`src/rtl/ctrl_seq.sv`:
```
// Multi-cycle control sequencer: accepts one MIPS instruction per handshake and
// steps datapath strobes through IDLE/DECODE/EXEC/MEM/WB. Optional trap: CTRL_ILLEGAL_TRAP_EN.
module ctrl_seq (
  input  logic        clk,
  input  logic        rst_n,
  input  logic        instr_valid,
  output logic        instr_ready,
  input  logic [31:0] instr,
  output logic [25:0] Inst,
  output logic        RegDst,
  output logic        RegWrite,
  output logic        ALUSrc,
  output logic        MemWrite,
  output logic        MemRead,
  output logic        MemToReg,
  output logic [2:0]  ALUControl,
  output logic        retire,
  output logic        illegal
);

  typedef enum logic [2:0] {
    StIdle,
    StDecode,
    StExec,
    StMem,
    StWb
`ifdef CTRL_ILLEGAL_TRAP_EN
    , StHalt
`endif
  } state_e;

  localparam logic [5:0] OpRtype = 6'b000000;
  localparam logic [5:0] OpLw    = 6'b100011;
  localparam logic [5:0] OpSw    = 6'b101011;

  state_e      state_q, state_d;
  logic [5:0]  op_q;
  logic [25:0] inst_q;

  logic       is_r, is_lw, is_sw, is_mem, funct_ok, r_ok, active;
  logic [2:0] alu_r;

  always_ff @(posedge clk or negedge rst_n) begin
    if (!rst_n) begin
      state_q <= StIdle;
      op_q    <= '0;
      inst_q  <= '0;
    end else begin
      state_q <= state_d;
      if (state_q == StIdle && instr_valid) begin
        op_q   <= instr[31:26];
        inst_q <= instr[25:0];
      end
    end
  end

  // Decode works only on the latched word, so no path exists from instr to outputs.
  always_comb begin
    alu_r    = 3'b000;
    funct_ok = 1'b1;
    case (inst_q[5:0])
      6'h20:   alu_r = 3'b101;
      6'h22:   alu_r = 3'b110;
      6'h24:   alu_r = 3'b000;
      6'h25:   alu_r = 3'b001;
      6'h2A:   alu_r = 3'b111;
      default: funct_ok = 1'b0;
    endcase
  end

  assign is_r   = (op_q == OpRtype);
  assign is_lw  = (op_q == OpLw);
  assign is_sw  = (op_q == OpSw);
  assign is_mem = is_lw | is_sw;
  assign r_ok   = is_r & funct_ok;

  always_comb begin
    state_d = state_q;
    case (state_q)
      StIdle:   if (instr_valid) state_d = StDecode;
`ifdef CTRL_ILLEGAL_TRAP_EN
      StDecode: state_d = (r_ok | is_mem) ? StExec : StHalt;
      StHalt:   state_d = StHalt;
`else
      StDecode: state_d = StExec;
`endif
      // Illegal words fall through to WB as a NOP when not trapping.
      StExec:   state_d = is_mem ? StMem : StWb;
      StMem:    state_d = is_lw ? StWb : StIdle;
      StWb:     state_d = StIdle;
      default:  state_d = StIdle;
    endcase
  end

  assign active = (state_q inside {StDecode, StExec, StMem, StWb});

  always_comb begin
    instr_ready = (state_q == StIdle) & rst_n;
    Inst        = inst_q;
    RegDst      = active & r_ok;
    ALUSrc      = active & is_mem;
    MemToReg    = active & r_ok;
    ALUControl  = 3'b000;
    if (active) begin
      if (r_ok)        ALUControl = alu_r;
      else if (is_mem) ALUControl = 3'b101;
    end
    RegWrite = (state_q == StWb) & (r_ok | is_lw);
    MemWrite = (state_q == StMem) & is_sw;
    MemRead  = is_lw & ((state_q == StMem) | (state_q == StWb));
    retire   = (state_q == StWb) | ((state_q == StMem) & is_sw);
`ifdef CTRL_ILLEGAL_TRAP_EN
    illegal  = (state_q == StHalt);
`else
    illegal  = 1'b0;
`endif
  end

endmodule

```
`config.mk`:
```
export PLATFORM = sky130hd
export DESIGN_NAME = ctrl_seq
export DESIGN_NICKNAME = d
export VERILOG_FILES = /design/src/rtl/ctrl_seq.sv
export SDC_FILE = /design/constraint.sdc
export NUM_CORES = 1
export LEC_CHECK = 0
export ABC_AREA = 1
export BUFFER_PORTS_ARGS = -buffer_cell sky130_fd_sc_hd__clkbuf_2
export CORE_MARGIN = 3
export CORE_UTILIZATION = 40
export CTS_CLUSTER_DIAMETER = 60
export DETAILED_ROUTE_END_ITERATION = 12
export PLACE_DENSITY = 0.72
export SYNTH_ARGS = -nofsm -noshare
export SYNTH_HDL_FRONTEND = slang
export SYNTH_SLANG_ARGS = --single-unit
```
`constraint.sdc`:
```
create_clock -name clk -period 1.25 [get_ports clk]
set_input_delay 0.0625 -clock clk [delete_from_list [all_inputs] [get_ports clk]]
set_output_delay 0.0625 -clock clk [all_outputs]
set_load 0.02 [all_outputs]
```
* Word-level counts from Yosys, hierarchy flattened
Cells that the tools add are included.
Storage, ports and cells: bits in registers 35, latch bits 0, RAM bits 0, ROM bits 0, input port bits 35, output and inout port bits 38, word-level logic and storage cells 40, memories kept 0
Operators by class: $add $sub $neg 0, multiply operators 0, div/mod/pow operators 0, magnitude comparators 0, equal/unequal tests 12, shift operators 0, mux-type cells 9, bitwise operators 11, reduce and logical (&&, ||, !) cells 5
Operators by type and width (number):
- 6-bit == test, second input constant | 7
- 3-bit case mux with 4 select lines | 2
- 3-bit two-way mux | 6
- 1-bit AND | 7
- 3-bit by 2-bit == test with 1-bit output, second input constant | 2
- 6-bit logical NOT | 1
- 5-bit OR reduction | 1
- 1-bit bitwise OR | 4
- 4-bit nonzero test | 1
- 3-bit by 1-bit == test with 1-bit output, second input constant | 1
- 3-bit == test, second input constant | 1
- 3-bit logical NOT | 1
- 2-bit != test, second input constant | 1
- 1-bit logical AND | 1
- 1-bit two-way mux | 1

* Logic depth before layout (Yosys ltp)
depth after elaboration 6, depth in mapped cells 8, depth with buffers taken out 8

* Least setup slack after synthesis
OpenSTA, ideal clock, no wires.
path kind register -> output, start reg inst_q[5], in the netlist Inst[5], end out ALUControl[0], arrival 1.415 ns, required time 1.188 ns, path slack -0.227 ns, cell stages (with the launch flop) 7, path buffers 0, cells stage by stage dfrtp_1 -> inv_1 -> nor2_1 -> nand3_1 -> nand2_1 -> nand3_1 -> a21oi_1
On the way: word-level cells in the longest chain between the ends 6, elaborated cells on any way between the ends 11, those cells by class eq/ne: 5; mux: 4; bitwise: 1; reduce/logical: 1
RTL lines:
- start, declared | line 38 | logic [25:0] inst_q;
- start signal, assigned | line 52 | inst_q <= instr[25:0];
- 6-bit == test | line 61 | case (inst_q[5:0])
- 5-bit OR reduction (no line)
- 1-bit two-way mux | line 61
- 1-bit AND | line 75 | assign r_ok = is_r & funct_ok;
- 3-bit two-way mux * | line 105 | if (r_ok) ALUControl = alu_r;
- 3-bit two-way mux * | line 104 | if (active) begin
- end, declared | line 16 | output logic [2:0] ALUControl,
Every way passes the cells marked *; elsewhere a longest branch is shown, timed or not.

* Final worst setup path
start reg inst_q[4], in the netlist Inst[4], end out ALUControl[2]
Same word-level chain as after synthesis.

==> flow_summary_export.csv <==
group,metric,value,unit
floorplanning,start_util,43.5,%
timing,tns,-10.62,ns
timing,maxSlewViolCount,0,
placed_design,dpl-instance-area,2360,um2
drt,vias_per_cell,4.76,
worst_setup_path,reg2reg_setup_slack,-0.25,ns
floorplanning,die_y,70.7,um
placed_design,gp_congestion,0.790,
worst_setup_path,crit-reg2reg-capture,"Inst[19]",
timing,worst_slack,-0.416,ns
worst_setup_path,crit_fanout,4,
flow_run,drv_cap,0,
worst_setup_path,crit_type,"reg2out",
clocking,ctsRootBufferMaster,"clkbuf_8",
floorplanning,core-area,3850,um2
pwr,switching_share,39.8,%
timing,fmax,600,MHz
worst_setup_path,cp_data_required_time,1.19,ns
pwr,peakVddDrop,1.55,mV
drt,wl_per_cell,15.0,um
synthesis,synth_area_leaders,"dfrtp_1, mux2_4, nor2_1",
pwr,p_switching,0.00321,W
min_path,worstHoldStart,"instr[9]",
run_status,status,"finished, violations left",
final_layout,layout.nets,315,
synthesis,synth_common_cells,"dfrtp_1, nor2_1, mux2_4",
worst_setup_path,rr_startpoint,"state_q[0]",
final_layout,post_route_cells_drive_above_1_share,75.4,%
clocking,cts_tree,"done",
timing,period_minus_slack,1.67,ns
clocking,path_clk_slew,0.07,ns
min_path,holdPathStages,2,
synthesis,synth_edf_count,0,
placed_design,place_worst_setup_slack,-0.148,ns
global_routing,antenna_found_initial,0,
pwr,seqPwrFrac,26.8,%
timing,hold_viol,0,
clocking,htreeDepth,2,
floorplanning,rows,22,
min_path,hold_class,"in2reg",
pwr,p_total,0.00806,W
synthesis,synth_area,1680,um2
global_routing,grt_pass1_wl,7540,um
pwr,leakagePower,1.55,nW
synthesis,yosysMostFrequentCell,"dfrtp_1",
drt,drc,0,
worst_setup_path,crit_arrival,1.60,ns
drt,drt_iter0_markers,47,
drt,firstDrtPassIters,4,
timing,finClkSkew,0.00703,ns
clocking,clkLatencyLatePin,0.28,ns
synthesis,yosys_most_used_dff,"dfrtp_1",
timing,rsz0062_at_grt,"true",
global_routing,gr-total-overflow,0,
synthesis,seq_area_frac_synth,52.2,%
clocking,cts_sinks,35,
worst_setup_path,critPathLaunchType,"register",
synthesis,yosysWarnings,0,
pwr,p_clk_share,11.1,%
synthesis,yosysTopAreaCell,"dfrtp_1",
floorplanning,num_io_pins,73,
drt,vias,1565,
pwr,powerDensity,2660,nW/um2
final_layout,area_growth,81.0,%
synthesis,synth_cells,156,
floorplanning,die_x,70.7,um
synthesis,ys_types,18,
global_routing,grt_max_degree,36,
final_layout,final_area,3030,um2
drt,final_antenna_net_count,0,
min_path,holdPathEnd,"Inst[9]",
timing,fin_crit_sh,133,%
global_routing,first_global_vias,1573,
floorplanning,design.die.area,5000,um2
drt,drt_wl_total,4950,um
run_status,violations,"setup timing",
clocking,cts_made_buffers,5,
pwr,comb_power_share,62.1,%
placed_design,post-dp-hpwl,2800,um
placed_design,port_buffers,71,
final_layout,insertedDiodeCount,0,
timing,setup_violations,45,
pwr,p_int,0.00486,W
synthesis,postSynth.asyncResetShare,100,%
global_routing,grt_use_total,19.4,%
synthesis,synth_seq_cells,35,
worst_setup_path,ff2ff_path_depth,5,
synthesis,synth_top_area_share,52.2,%
worst_setup_path,end_kind,"output pin",
clocking,cts_buffer_depth,2,
synthesis,syn_area_per_cell,10.7,um2
synthesis,synth_fp_nets,191,
final_layout,final_core_util,78.7,%
## power by group through the flow
stage,Sequential (W),Combinational (W),Clock [W]
4_1_cts,0.00211,0.00445,0.000900
6_report,0.00216,0.00501,0.000895
3_5_place_dp,0.00208,0.00366,0
5_1_grt,0.00222,0.00529,0.000947
3_3_place_gp,0.00208,0.00358,0
2_1_floorplan,0.00263,0.00176,0
## routing by layer
metal | vias up | global-route usage [%] | routed length, um
met5 | - | 0 | 0
met4 | 0 | 5.01 | 49
met3 | 6 | 4.55 | 289
met2 | 62 | 34.0 | 2620
met1 | 750 | 23.9 | 1990
li1 | 747 | - | -
## cell families (layout without fill, tap and decap cells)
| group | count (synthesis) | in the layout | share of synthesized area [%] |
|---|---|---|---|
| flops | 35 | 35 | 52.2 |
| mux | 23 | 23 | 19.9 |
| buf+inv | 24 | 149 | 7.61 |
| other cells | 1 | 1 | 0.224 |
| compound gates | 15 | 15 | 4.70 |
| simple gates | 58 | 58 | 15.3 |
## timing repair
action                     in CTS  in global routing
gates cloned                    3                  0
hold endpoints to repair       40                  0
resized for setup              57                 45
hold buffers                    6                  0
buffers inserted                6                  6
pin swaps                      14                 15
setup endpoints to repair      43                 45
## sequential cells by signal, indices dropped and copies added, names as in the netlist
name,cells
state_q,3
Inst,26
op_q,6
## layout by cell type, fill, tap and decap left out, types with 4 or more instances in the layout
| cell | synthesis | routed |
|---|---|---|
| clkbuf_2 | 0 | 61 |
| buf_4 | 2 | 35 |
| dfrtp_1 | 35 | 28 |
| mux2_4 | 20 | 20 |
| nor2_4 | 1 | 16 |
| clkbuf_8 | 0 | 10 |
| inv_1 | 18 | 9 |
| inv_2 | 0 | 8 |
| nand2_2 | 0 | 8 |
| nor2_1 | 27 | 8 |
| dfrtp_2 | 0 | 7 |
| nand2_1 | 17 | 7 |
| a21oi_2 | 0 | 7 |
| dlygate4sd3_1 | 0 | 6 |
| buf_6 | 4 | 6 |
| nand3_1 | 9 | 5 |
| buf_8 | 0 | 5 |
| nor2_2 | 0 | 4 |
| buf_12 | 0 | 4 |
## critical path, stage by stage, from the launching register on
cell	delay, ns
dfrtp_2	0.45
inv_2	0.07
nand2_2	0.04
nor2_1	0.11
nand2_1	0.08
nand2_2	0.12
nand3_4	0.14
a21oi_4	0.19
buf_8	0.12
## per-stage QoR
step	hold WS, ns	instances
6_report	0.00636	329
5_1_grt	0.00700	329
4_1_cts	0.00104	324
3_5_place_dp	0.155	301
3_3_place_gp	0.155	301
2_1_floorplan	-0.233	156
## worst max path at each step
stage | cells after the start | from | end | slack [ns]
after global placement | 9 | state_q[0] | ALUControl[2] | -0.11
after floorplan | 7 | state_q[0] | ALUControl[0] | -0.007
after CTS | 9 | state_q[0] | ALUControl[2] | -0.36
after global routing | 8 | Inst[4] | ALUControl[2] | -0.48
final | 8 | Inst[4] | ALUControl[2] | -0.42
after detailed placement | 7 | op_q[2] | ALUControl[2] | -0.15
## final cells by class
class                           count  area [um2]
Timing Repair Buffer              123         975
Multi-Input combinational cell     97         945
Sequential cell                    35         885
Fill cell                         223         820
Clock buffer                        8         100
Inverter                           18        70.1
Tap cell                           48        60.1
No activity file was read; power rests on OpenSTA's default activity.
